$ cat config.mk
export PLATFORM = sky130hd
export DESIGN_NAME = ocp_pio_arbiter_flat
export DESIGN_NICKNAME = d
export VERILOG_FILES = /design/src/rtl/ocp_pio_arbiter_pkg.sv /design/src/rtl/ocp_pio_arbiter_if.sv /design/src/rtl/ocp_pio_arbiter_rr_arb2.sv /design/src/rtl/ocp_pio_arbiter.sv /design/src/flat_wrapper.sv
export SDC_FILE = /design/constraint.sdc
export NUM_CORES = 1
export LEC_CHECK = 0
export BUFFER_PORTS_ARGS = -buffer_cell sky130_fd_sc_hd__buf_2
export CORE_MARGIN = 2
export CORE_UTILIZATION = 39
export DETAILED_ROUTE_END_ITERATION = 8
export PLACE_DENSITY = 0.75
export SLEW_MARGIN = 20
export SYNTH_ARGS = -nofsm -noshare
export SYNTH_HDL_FRONTEND = slang
export SYNTH_SLANG_ARGS = --single-unit
$ cat constraint.sdc
create_clock -name clk -period 2.3 [get_ports clk]
set_input_delay 0.115 -clock clk [delete_from_list [all_inputs] [get_ports clk]]
set_output_delay 0.115 -clock clk [all_outputs]
set_load 0.05 [all_outputs]
$ cat src/rtl/ocp_pio_arbiter_pkg.sv
// Shared types and constants for the two-master OCP PIO arbiter in front of the timer register port.
package ocp_pio_pkg;

    localparam int unsigned CMD_W  = 4;
    localparam int unsigned ADDR_W = 32;
    localparam int unsigned DATA_W = 32;

    localparam logic [CMD_W-1:0] OCP_IDLE  = 4'd0;
    localparam logic [CMD_W-1:0] OCP_READ  = 4'd2;
    localparam logic [CMD_W-1:0] OCP_WRITE = 4'd4;

    localparam logic [ADDR_W-1:0] TIMER_START_ADDR = 32'h4000_0000;
    localparam logic [ADDR_W-1:0] TIMER_CURR_ADDR  = 32'h4000_0004;
    localparam logic [ADDR_W-1:0] TIMER_CTRL_ADDR  = 32'h4000_0008;

    typedef enum logic [1:0] {IDLE, CMD, RESP, DONE} arb_state_t;

    typedef struct packed {
        logic [CMD_W-1:0]  cmd;
        logic [ADDR_W-1:0] addr;
        logic [DATA_W-1:0] data;
    } ocp_req_t;

    // Legal command, inside the slave window, word aligned.
    function automatic logic req_ok(input ocp_req_t r,
                                    input logic [ADDR_W-1:0] base,
                                    input logic [ADDR_W-1:0] last);
        return ((r.cmd == OCP_READ) || (r.cmd == OCP_WRITE)) &&
               (r.addr >= base) && (r.addr <= last) && (r.addr[1:0] == 2'b00);
    endfunction

endpackage

$ cat src/rtl/ocp_pio_arbiter_if.sv
// Bundle of both master ports and the slave port; the arbiter uses the slave modport.
interface ocp_pio_arbiter_if;
    import ocp_pio_pkg::*;

    logic [CMD_W-1:0]  m0_mcmd, m1_mcmd;
    logic [ADDR_W-1:0] m0_maddr, m1_maddr;
    logic [DATA_W-1:0] m0_mdata, m1_mdata;
    logic              m0_scmdaccept, m1_scmdaccept;
    logic              m0_sresp, m1_sresp;
    logic              m0_serr, m1_serr;
    logic [DATA_W-1:0] m0_sdata, m1_sdata;

    logic [CMD_W-1:0]  s_mcmd;
    logic [ADDR_W-1:0] s_maddr;
    logic [DATA_W-1:0] s_mdata;
    logic              s_scmdaccept, s_sresp;
    logic [DATA_W-1:0] s_sdata;

    modport slave (
        input  m0_mcmd, m1_mcmd, m0_maddr, m1_maddr, m0_mdata, m1_mdata,
        output m0_scmdaccept, m1_scmdaccept, m0_sresp, m1_sresp,
        output m0_serr, m1_serr, m0_sdata, m1_sdata,
        output s_mcmd, s_maddr, s_mdata,
        input  s_scmdaccept, s_sresp, s_sdata
    );

    modport master (
        output m0_mcmd, m1_mcmd, m0_maddr, m1_maddr, m0_mdata, m1_mdata,
        input  m0_scmdaccept, m1_scmdaccept, m0_sresp, m1_sresp,
        input  m0_serr, m1_serr, m0_sdata, m1_sdata,
        input  s_mcmd, s_maddr, s_mdata,
        output s_scmdaccept, s_sresp, s_sdata
    );

endinterface

$ cat src/rtl/ocp_pio_arbiter_rr_arb2.sv
// Two-way round-robin pick; the pointer only moves when both masters contend.
module rr_arb2 (
    input  logic       clk,
    input  logic       reset_n,
    input  logic [1:0] req,
    input  logic       take,
    output logic       grant_c,
    output logic       valid_c
);

    logic last;

    always_comb begin
        grant_c = 1'b0;
        valid_c = |req;
        case (req)
            2'b10:   grant_c = 1'b1;
            2'b11:   grant_c = ~last;
            default: grant_c = 1'b0;
        endcase
    end

    always_ff @(posedge clk) begin
        if (!reset_n)
            last <= 1'b1;
        else if (take && (&req))
            last <= grant_c;
    end

endmodule

$ cat src/rtl/ocp_pio_arbiter.sv
// Shares the timer register port between two OCP masters: round-robin grant, address
// decode, one outstanding command, and a timeout so a bad slave cannot lock the port.
module ocp_pio_arbiter
    import ocp_pio_pkg::*;
#(
    parameter logic [ADDR_W-1:0] ADDR_BASE = TIMER_START_ADDR,
    parameter logic [ADDR_W-1:0] ADDR_LAST = TIMER_CTRL_ADDR,
    parameter int unsigned       TIMEOUT   = 16
) (
    input logic               clk,
    input logic               reset_n,
    ocp_pio_arbiter_if.slave  bus
);

    localparam int unsigned CNT_W = (TIMEOUT > 2) ? $clog2(TIMEOUT) : 1;

    arb_state_t        state_q, state_d;
    ocp_req_t          req0, req1, req_q, req_d;
    logic              gnt_q, gnt_d;
    logic [CNT_W-1:0]  cnt_q, cnt_d;
    logic [CMD_W-1:0]  s_cmd_q, s_cmd_d;
    logic [ADDR_W-1:0] s_addr_q, s_addr_d;
    logic [DATA_W-1:0] s_data_q, s_data_d;
    logic [1:0]        acc_q, acc_d, rsp_q, rsp_d, err_q, err_d;
    logic [DATA_W-1:0] sdata0_q, sdata0_d, sdata1_q, sdata1_d, rdata_d;
    logic              take, slave_done, tmo;
    logic              arb_grant_c, arb_valid_c;

    assign req0 = '{cmd: bus.m0_mcmd, addr: bus.m0_maddr, data: bus.m0_mdata};
    assign req1 = '{cmd: bus.m1_mcmd, addr: bus.m1_maddr, data: bus.m1_mdata};

    rr_arb2 u_rr (
        .clk     (clk),
        .reset_n (reset_n),
        .req     ({bus.m1_mcmd != OCP_IDLE, bus.m0_mcmd != OCP_IDLE}),
        .take    (take),
        .grant_c (arb_grant_c),
        .valid_c (arb_valid_c)
    );

    // Next state and next values of every registered output.
    always_comb begin
        state_d    = state_q;
        gnt_d      = gnt_q;
        req_d      = req_q;
        cnt_d      = cnt_q;
        s_cmd_d    = s_cmd_q;
        s_addr_d   = s_addr_q;
        s_data_d   = s_data_q;
        acc_d      = '0;
        rsp_d      = '0;
        err_d      = '0;
        rdata_d    = '0;
        take       = 1'b0;
        slave_done = 1'b0;
        tmo        = 1'b0;

        case (state_q)
            IDLE: begin
                if (arb_valid_c) begin
                    take             = 1'b1;
                    gnt_d            = arb_grant_c;
                    req_d            = arb_grant_c ? req1 : req0;
                    acc_d[arb_grant_c] = 1'b1;
                    if (req_ok(req_d, ADDR_BASE, ADDR_LAST)) begin
                        state_d  = CMD;
                        s_cmd_d  = req_d.cmd;
                        s_addr_d = req_d.addr;
                        s_data_d = req_d.data;
                        cnt_d    = '0;
                    end else begin
                        state_d = DONE;
                    end
                end
            end
            CMD, RESP: begin
                cnt_d = cnt_q + CNT_W'(1);
                if (state_q == CMD && bus.s_scmdaccept) begin
                    s_cmd_d    = OCP_IDLE;
                    state_d    = RESP;
                    slave_done = bus.s_sresp;
                end else if (state_q == RESP) begin
                    slave_done = bus.s_sresp;
                end
                // A response on the timeout edge still wins.
                tmo = !slave_done && (cnt_q == CNT_W'(TIMEOUT - 1));
                if (slave_done || tmo) begin
                    state_d      = DONE;
                    s_cmd_d      = OCP_IDLE;
                    rsp_d[gnt_q] = 1'b1;
                    err_d[gnt_q] = tmo;
                    if (slave_done && req_q.cmd == OCP_READ)
                        rdata_d = bus.s_sdata;
                end
            end
            DONE: begin
                // Decode errors arrive here without a response issued yet.
                if (|rsp_q) begin
                    state_d = IDLE;
                end else begin
                    rsp_d[gnt_q] = 1'b1;
                    err_d[gnt_q] = 1'b1;
                end
            end
            default: state_d = IDLE;
        endcase

        sdata0_d = rsp_d[0] ? rdata_d : '0;
        sdata1_d = rsp_d[1] ? rdata_d : '0;
    end

    always_ff @(posedge clk) begin
        if (!reset_n) begin
            state_q  <= IDLE;
            gnt_q    <= 1'b0;
            req_q    <= '0;
            cnt_q    <= '0;
            s_cmd_q  <= OCP_IDLE;
            s_addr_q <= '0;
            s_data_q <= '0;
            acc_q    <= '0;
            rsp_q    <= '0;
            err_q    <= '0;
            sdata0_q <= '0;
            sdata1_q <= '0;
        end else begin
            state_q  <= state_d;
            gnt_q    <= gnt_d;
            req_q    <= req_d;
            cnt_q    <= cnt_d;
            s_cmd_q  <= s_cmd_d;
            s_addr_q <= s_addr_d;
            s_data_q <= s_data_d;
            acc_q    <= acc_d;
            rsp_q    <= rsp_d;
            err_q    <= err_d;
            sdata0_q <= sdata0_d;
            sdata1_q <= sdata1_d;
        end
    end

    assign bus.m0_scmdaccept = acc_q[0];
    assign bus.m1_scmdaccept = acc_q[1];
    assign bus.m0_sresp      = rsp_q[0];
    assign bus.m1_sresp      = rsp_q[1];
    assign bus.m0_serr       = err_q[0];
    assign bus.m1_serr       = err_q[1];
    assign bus.m0_sdata      = sdata0_q;
    assign bus.m1_sdata      = sdata1_q;
    assign bus.s_mcmd        = s_cmd_q;
    assign bus.s_maddr       = s_addr_q;
    assign bus.s_mdata       = s_data_q;

endmodule
$ cat src/flat_wrapper.sv
// flat-port wrapper written by rule: the top's interface ports become plain ports
module ocp_pio_arbiter_flat import ocp_pio_pkg::*;
#(
    parameter logic [ADDR_W-1:0] ADDR_BASE = TIMER_START_ADDR,
    parameter logic [ADDR_W-1:0] ADDR_LAST = TIMER_CTRL_ADDR,
    parameter int unsigned       TIMEOUT   = 16
)
  (clk, reset_n, bus_m0_mcmd, bus_m1_mcmd, bus_m0_maddr, bus_m1_maddr, bus_m0_mdata, bus_m1_mdata, bus_m0_scmdaccept, bus_m1_scmdaccept, bus_m0_sresp, bus_m1_sresp, bus_m0_serr, bus_m1_serr, bus_m0_sdata, bus_m1_sdata, bus_s_mcmd, bus_s_maddr, bus_s_mdata, bus_s_scmdaccept, bus_s_sresp, bus_s_sdata);
  ocp_pio_arbiter_if bus_i ();
  input logic clk;
  input logic reset_n;
  input wire logic [$bits(bus_i.m0_mcmd)-1:0] bus_m0_mcmd;
  input wire logic [$bits(bus_i.m1_mcmd)-1:0] bus_m1_mcmd;
  input wire logic [$bits(bus_i.m0_maddr)-1:0] bus_m0_maddr;
  input wire logic [$bits(bus_i.m1_maddr)-1:0] bus_m1_maddr;
  input wire logic [$bits(bus_i.m0_mdata)-1:0] bus_m0_mdata;
  input wire logic [$bits(bus_i.m1_mdata)-1:0] bus_m1_mdata;
  output wire logic [$bits(bus_i.m0_scmdaccept)-1:0] bus_m0_scmdaccept;
  output wire logic [$bits(bus_i.m1_scmdaccept)-1:0] bus_m1_scmdaccept;
  output wire logic [$bits(bus_i.m0_sresp)-1:0] bus_m0_sresp;
  output wire logic [$bits(bus_i.m1_sresp)-1:0] bus_m1_sresp;
  output wire logic [$bits(bus_i.m0_serr)-1:0] bus_m0_serr;
  output wire logic [$bits(bus_i.m1_serr)-1:0] bus_m1_serr;
  output wire logic [$bits(bus_i.m0_sdata)-1:0] bus_m0_sdata;
  output wire logic [$bits(bus_i.m1_sdata)-1:0] bus_m1_sdata;
  output wire logic [$bits(bus_i.s_mcmd)-1:0] bus_s_mcmd;
  output wire logic [$bits(bus_i.s_maddr)-1:0] bus_s_maddr;
  output wire logic [$bits(bus_i.s_mdata)-1:0] bus_s_mdata;
  input wire logic [$bits(bus_i.s_scmdaccept)-1:0] bus_s_scmdaccept;
  input wire logic [$bits(bus_i.s_sresp)-1:0] bus_s_sresp;
  input wire logic [$bits(bus_i.s_sdata)-1:0] bus_s_sdata;
  assign bus_i.m0_mcmd = bus_m0_mcmd;
  assign bus_i.m1_mcmd = bus_m1_mcmd;
  assign bus_i.m0_maddr = bus_m0_maddr;
  assign bus_i.m1_maddr = bus_m1_maddr;
  assign bus_i.m0_mdata = bus_m0_mdata;
  assign bus_i.m1_mdata = bus_m1_mdata;
  assign bus_m0_scmdaccept = bus_i.m0_scmdaccept;
  assign bus_m1_scmdaccept = bus_i.m1_scmdaccept;
  assign bus_m0_sresp = bus_i.m0_sresp;
  assign bus_m1_sresp = bus_i.m1_sresp;
  assign bus_m0_serr = bus_i.m0_serr;
  assign bus_m1_serr = bus_i.m1_serr;
  assign bus_m0_sdata = bus_i.m0_sdata;
  assign bus_m1_sdata = bus_i.m1_sdata;
  assign bus_s_mcmd = bus_i.s_mcmd;
  assign bus_s_maddr = bus_i.s_maddr;
  assign bus_s_mdata = bus_i.s_mdata;
  assign bus_i.s_scmdaccept = bus_s_scmdaccept;
  assign bus_i.s_sresp = bus_s_sresp;
  assign bus_i.s_sdata = bus_s_sdata;
  ocp_pio_arbiter #(.ADDR_BASE(ADDR_BASE), .ADDR_LAST(ADDR_LAST), .TIMEOUT(TIMEOUT)) u_core (.clk(clk), .reset_n(reset_n), .bus(bus_i));
endmodule
== Word level (Yosys, flattened, before mapping) ==
Index checks and enable logic that the tools add are counted.

* Register bits after elaboration: 150
* Input port bits: 172
* Output and inout port bits: 138
* Logic and storage cells: 97

* $add $sub $neg: 1
* $lt $le $gt $ge: 6
* Eq/ne operators: 13
* Mux-type cells: 33
* Bitwise gates (word level): 2
* Reduce and logical (&&, ||, !) cells: 29

{| class="wikitable"
|+ Operators by type and width
! cell !! number
|-
| 32-bit 2-to-1 mux || 3
|-
| 68-bit 2-to-1 mux || 1
|-
| 32-bit by 31-bit greater-or-equal comparator with 1-bit output, second input constant || 1
|-
| 32-bit by 31-bit less-or-equal comparator with 1-bit output, second input constant || 1
|-
| 4-bit 2-to-1 mux || 6
|-
| 2-bit 2-to-1 mux || 8
|-
| 4-bit one-hot mux with 2 select lines || 2
|-
| 3-bit AND reduction || 4
|-
| 1-bit logical AND || 9
|-
| 2-bit equality test, second input constant || 4
|-
| 4-bit by 2-bit equality test with 1-bit output, second input constant || 2
|-
| 2-bit one-hot mux with 2 select lines || 2
|-
| 2-bit AND reduction || 4
|-
| 4-bit nonzero test || 2
|-
| 1-bit 2-to-1 mux || 7
|-
| 2-bit by 1-bit != test with 1-bit output, second input constant || 3
|-
| 2-bit one-hot mux with 3 select lines || 1
|-
| 2-bit OR reduction || 3
|-
| 4-bit by 1-bit adder with 4-bit output, second input constant || 1
|-
| 4-bit by 3-bit equality test with 1-bit output, second input constant || 1
|-
| 4-bit equality test, second input constant || 1
|-
| 2-bit logical NOT || 2
|-
| 1-bit by 2-bit < comparator with 1-bit output, second input constant || 2
|-
| 4-bit AND reduction || 1
|-
| 10 further kinds || 13
|}

== Depth between registers and ports, before layout ==
* Depth after elaboration: 12
* Gate-level depth with buffers: 9
* Gate-level depth less buffers: 7

== Hierarchy ==
A second synthesis with hierarchy kept.

* Cells, all modules: 519
* Area total of the unflattened synthesis: 5579.1 um^2

{| class="wikitable"
|+ Modules (own cells, without submodules)
! module !! instances !! cells each !! area each (um^2)
|-
| ocp_pio_arbiter || 1 || 513 || 5521.5
|-
| rr_arb2 || 1 || 6 || 57.6
|}

== Worst setup path before layout ==
OpenSTA, ideal clock, no wires.

* Path type: input to register
* Start: input bus_m0_mcmd[1]
* End: register u_core.s_addr_q[10], in the netlist u_core.bus.s_maddr[10]
* Arrival: 2.231 ns
* Required time: 2.185 ns
* Path slack: -0.046 ns
* Stages on the path: 9
* Path buffers: 4
* Cells stage by stage: or4_1 > clkbuf_1 > a21o_1 > or4_1 > clkbuf_1 > a21o_1 > buf_6 > clkbuf_1 > and3_1

* Cells in the longest elaborated chain, start to end: 10
* Elaborated cells on any way between the ends: 16

{| class="wikitable"
|+ Ends and longest elaborated chain
! element !! RTL line !! RTL
|-
| from (decl) || flat_wrapper.sv:12 || <nowiki>input wire logic [$bits(bus_i.m0_mcmd)-1:0] bus_m0_mcmd;</nowiki>
|-
| branches (longest 10 deep; another with 32-bit by 31-bit greater-or-equal comparator with 1-bit output) || n/a ||
|-
| to (signal assigned) || ocp_pio_arbiter.sv:132 || <nowiki>s_addr_q <= s_addr_d;</nowiki>
|-
| to (decl) || ocp_pio_arbiter.sv:22 || <nowiki>logic [ADDR_W-1:0] s_addr_q, s_addr_d;</nowiki>
|}

Parallel ways; which one is timed is not known.
A chain may end at the register's enable or synchronous reset.

== Final worst setup path ==
* Start: input bus_m0_mcmd[1]
* End: register u_core.s_data_q[6], in the netlist u_core.bus.s_mdata[6]

* Cells in the longest elaborated chain, start to end: 10
* Elaborated cells on any way between the ends: 16

{| class="wikitable"
|+ Ends and longest elaborated chain
! element !! RTL line !! RTL
|-
| branches (longest 10 deep; another with 32-bit by 31-bit greater-or-equal comparator with 1-bit output) || n/a ||
|-
| to (signal assigned) || ocp_pio_arbiter.sv:133 || <nowiki>s_data_q <= s_data_d;</nowiki>
|-
| to (decl) || ocp_pio_arbiter.sv:23 || <nowiki>logic [DATA_W-1:0] s_data_q, s_data_d;</nowiki>
|}

Parallel ways; which one is timed is not known.

==> impl_results.md <==
- Starting Density: between 30% and 40%
- Peak VDD IR: roughly 0.55 mV
- Crit path kind: input port to flop
- Final Skew: between 0.007 and 0.008 ns
- CP cell instances: buf_2 -> or4_1 -> a21o_1 -> or4_1 -> a21o_2 -> buf_12 -> a211oi_1
- Post-DP Area: about 7500 um2
- Final hold violations: 0
- CORE AREA: roughly 14000 um2
- Post-Layout Cell Count: around 1100
- Final Max Slew Viols: 0
- P_int: between 5 and 6 mW
- Worst Hold Class: input port to flop
- Slew headroom: 52.59%
- Slew @ Worst Pin: a little over 0.7 ns
- Post-Syn Instances: approximately 600
- Flops & latches, synth: 150
- Final #Nets: 1112
- Worst-path fanout max: 49
- Die area: ~15000 um2
- WHS Path Cells: 3
- Die Y: approximately 120 um
- Total wire length: 17110 um
- PD cells: 848.7 nW/um2
- Share of layout cells above drive strength 1: a little over two fifths
- H-tree lvl count: 4
- Area delta synth->final: 48.09%
- Main flop type after synthesis: dfxtp_1
- Setup violations, final: 0
- Post-synth EDFFs: 0
- Worst path depth: 7
- Vias per Instance: 4.866
- Clk Latency, worst-skew pair: 0.41 ns
- Total congestion overflow: 0
- RSZ-0062 raised after global routing: false
- Slowest cell on the critical path: or4_1
- Largest net degree at the start of global routing: 50
- CTS buffer count: 17
- CP max stage delay: roughly 0.64 ns
- Final Cycle Share: between 90 and 100%
- Design Area, Final: roughly 8400 um2
- Length of the first detailed-routing pass in iterations: 5
- Post-CTS sizing: 0
- Crit Reg-Reg Endpoint: u_core.bus.m0_sdata[7]$_SDFF_PN0_
- Net Sw Frac: approximately 28%
- Cell family with most CP delay: simple AND/OR/NAND/NOR gates
- Bufs and invs on worst path: 2
- Residual DRC count: 0
- R2r worst-path depth: 6
- Most frequent cells in the layout: buf_2 (309), dfxtp_1 (150), nor2_1 (74)
- CP Data Required Time: roughly 2.6 ns
- Detailed Route Iter0 Violations: 297
- Syn nets: 774
- Arr. time, crit path: approximately 2.4 ns
- Tot Pwr: between 7 and 8 mW
- RePlAce Congestion: 0.8652
- Clock sink count: 150
- GRT Total Usage: 21.70%
- Root Buffer: clkbuf_16
- Via count: 5513
- Crit path capture type: flop
- Drt wl/cell: 15.10 um
- Die width: roughly 120 um
- Register area share after synthesis: a little over half
- Status: finished, final reports clean
- CTS tree: built
- Maximum clock path buffer count: 2
- Post-CTS Setup Inserts: 0
- Number of I/O port buffers: roughly 300
- Syn. warnings: 0
- Hold Crit Start: reset_n
- Netlist cell types: 40
- Antenna violations before repair: 2
- Reg2Reg Setup Slack: 0.21 ns
- Row count: 44
- Global-route wire length before repair: between 20000 and 30000 um
- Mapped cell area: approximately 5700 um2
- Hold Buf Count CTS: 32
- DP Wirelength: roughly 12000 um
- IO Count: 310
- Clk pwr share: 39.2%
- Number of global-route vias before repair: between 5000 and 6000
- Net Switching: roughly 2.0 mW
- Crit path launch type: input port
- Min Tclk post-route: ~2.1 ns
- Placed insts: approximately 1100
- Most used cell, CP: or4_1
- Max Freq: 469.9 MHz
- Worst reg2reg path startpoint: u_core.state_q[0]$_SDFFE_PN0P_
- Mean post-synth cell area: 9.495 um2
- Flop pwr share: slightly below 40%
- Final antenna-violating net count: 0
- Worst hold path endpoint: u_core.gnt_q$_SDFFE_PN0P_
- Async SR Flop Fraction: 0%
- Leak: slightly below 4 nW
- Commonest non-fill, non-tap cell in the layout: buf_2
- Max-cap check violation count: 0
- Reg clk slew, reported paths: about 0.060 ns
- Portion of total power attributed to combinational logic: 22.3%
## state kept, by name (all words and copies together) (netlist names)
register / cells
u_core.gnt_q: 1
u_core.cnt_q: 4
u_core.rsp_q: 2
u_core.bus.s_maddr: 32
u_core.state_q: 2
u_core.bus.m1_sdata: 32
u_core.req_q: 4
u_core.u_rr.last: 1
u_core.bus.m0_sdata: 32
u_core.acc_q: 2
u_core.err_q: 2
u_core.bus.s_mcmd: 4
u_core.bus.s_mdata: 32
## how the worst max path moves through the flow
| stage | from | to | slack, ns |
|---|---|---|---|
| final | bus_m0_mcmd[1] | u_core.bus.s_mdata[6]$_SDFFE_PN0P_ | 0.17 |
| after global placement | bus_m0_mcmd[1] | u_core.bus.s_mdata[19]$_SDFFE_PN0P_ | -0.11 |
| after floorplan | bus_m0_mcmd[1] | u_core.bus.s_maddr[10]$_SDFFE_PN0P_ | 0.01 |
| after CTS | bus_m0_mcmd[1] | u_core.bus.s_mdata[6]$_SDFFE_PN0P_ | 0.20 |
| after global routing | u_core.state_q[0]$_SDFFE_PN0P_ | u_core.bus.m1_sdata[29]$_SDFF_PN0_ | 0.0007 |
| after detailed placement | bus_m0_mcmd[1] | u_core.bus.s_mdata[6]$_SDFFE_PN0P_ | -0.16 |
## cells by family after synthesis
| logic type | Yosys count | synth area share [%] |
|---|---|---|
| adders and majority gates | 6 | 1.327 |
| muxes | 41 | 8.048 |
| xor gates and xnor gates | 3 | 0.4644 |
| DFF | 150 | 53.06 |
| and+or+nand+nor | 201 | 17.07 |
| AOI/OAI and AO/OA | 101 | 13.09 |
| buffers and inverters | 94 | 6.942 |
## cell type report
| type | instances | area (um2) |
|---|---|---|
| Tap cell | 184 | 230.2 |
| Multi-Input combinational cell | 352 | 2281 |
| Timing Repair Buffer | 367 | 2087 |
| Clock buffer | 21 | 450.4 |
| Inverter | 46 | 172.7 |
| Sequential cell | 150 | 3003 |
| Fill cell | 1271 | 5988 |
| Antenna cell | 2 | 5.005 |
| Clock inverter | 11 | 151.4 |
## cells in the mapped netlist, types with 2 or more instances
master / number / share of area [%]
a211oi_1: 70 / 9.3
a21o_1: 3 / 0.40
a21oi_1: 6 / 0.53
a311oi_1: 2 / 0.31
a31oi_1: 4 / 0.44
and2_1: 2 / 0.22
and3_1: 30 / 3.3
buf_2: 2 / 0.18
buf_6: 5 / 0.99
clkbuf_1: 41 / 2.7
dfxtp_1: 150 / 53
ha_1: 6 / 1.3
inv_1: 45 / 3.0
mux2_2: 36 / 7.2
mux2i_1: 5 / 0.88
nand2_1: 43 / 2.9
nand2b_1: 3 / 0.33
nand3_1: 8 / 0.71
nand4_1: 6 / 0.66
nor2_1: 74 / 4.9
nor3_1: 3 / 0.27
nor3b_1: 2 / 0.27
nor4_1: 20 / 2.2
nor4b_1: 2 / 0.31
o211ai_1: 3 / 0.40
o21ai_0: 4 / 0.35
o2bb2ai_1: 2 / 0.31
or4_1: 5 / 0.66
xor2_1: 3 / 0.46
## tightest hold or removal path: stages
cell    delay (ns)
buf_2         0.09
inv_2         0.16
nor2_1        0.13
## per-stage QoR
stage / util (%) / TNS, ns / worst slack [ns] / hold WS (ns)
2_1_floorplan: - / 0 / 0.01200 / 0.2525
3_3_place_gp: 51.87 / -5.805 / -0.1112 / 0.3464
3_5_place_dp: 51.87 / -7.668 / -0.1604 / 0.3518
4_1_cts: 58.29 / 0 / 0.1984 / 0.1206
5_1_grt: 58.32 / 0 / 0.0007434 / 0.1488
6_report: 58.32 / 0 / 0.1721 / 0.1345
## power by group through the flow
stage / registers (mW) / clock network, mW / logic, mW
detailed placement: 2.79 / 0 / 1.54
CTS: 2.73 / 2.85 / 1.59
floorplan: 2.82 / 0 / 0.994
finish: 2.74 / 2.79 / 1.59
global placement: 2.79 / 0 / 1.52
global route: 2.75 / 2.96 / 1.74
## per-layer routing
layer	routed length, um	share of wire [%]	vias up	GRT usage (%)
li1	-	-	2751	-
met1	7390	43	2548	27.22
met2	8414	49	194	35.42
met3	1022	6.0	20	6.229
met4	282	1.6	0	8.262
met5	0	0	-	0
(Power assumes the default switching activity.)
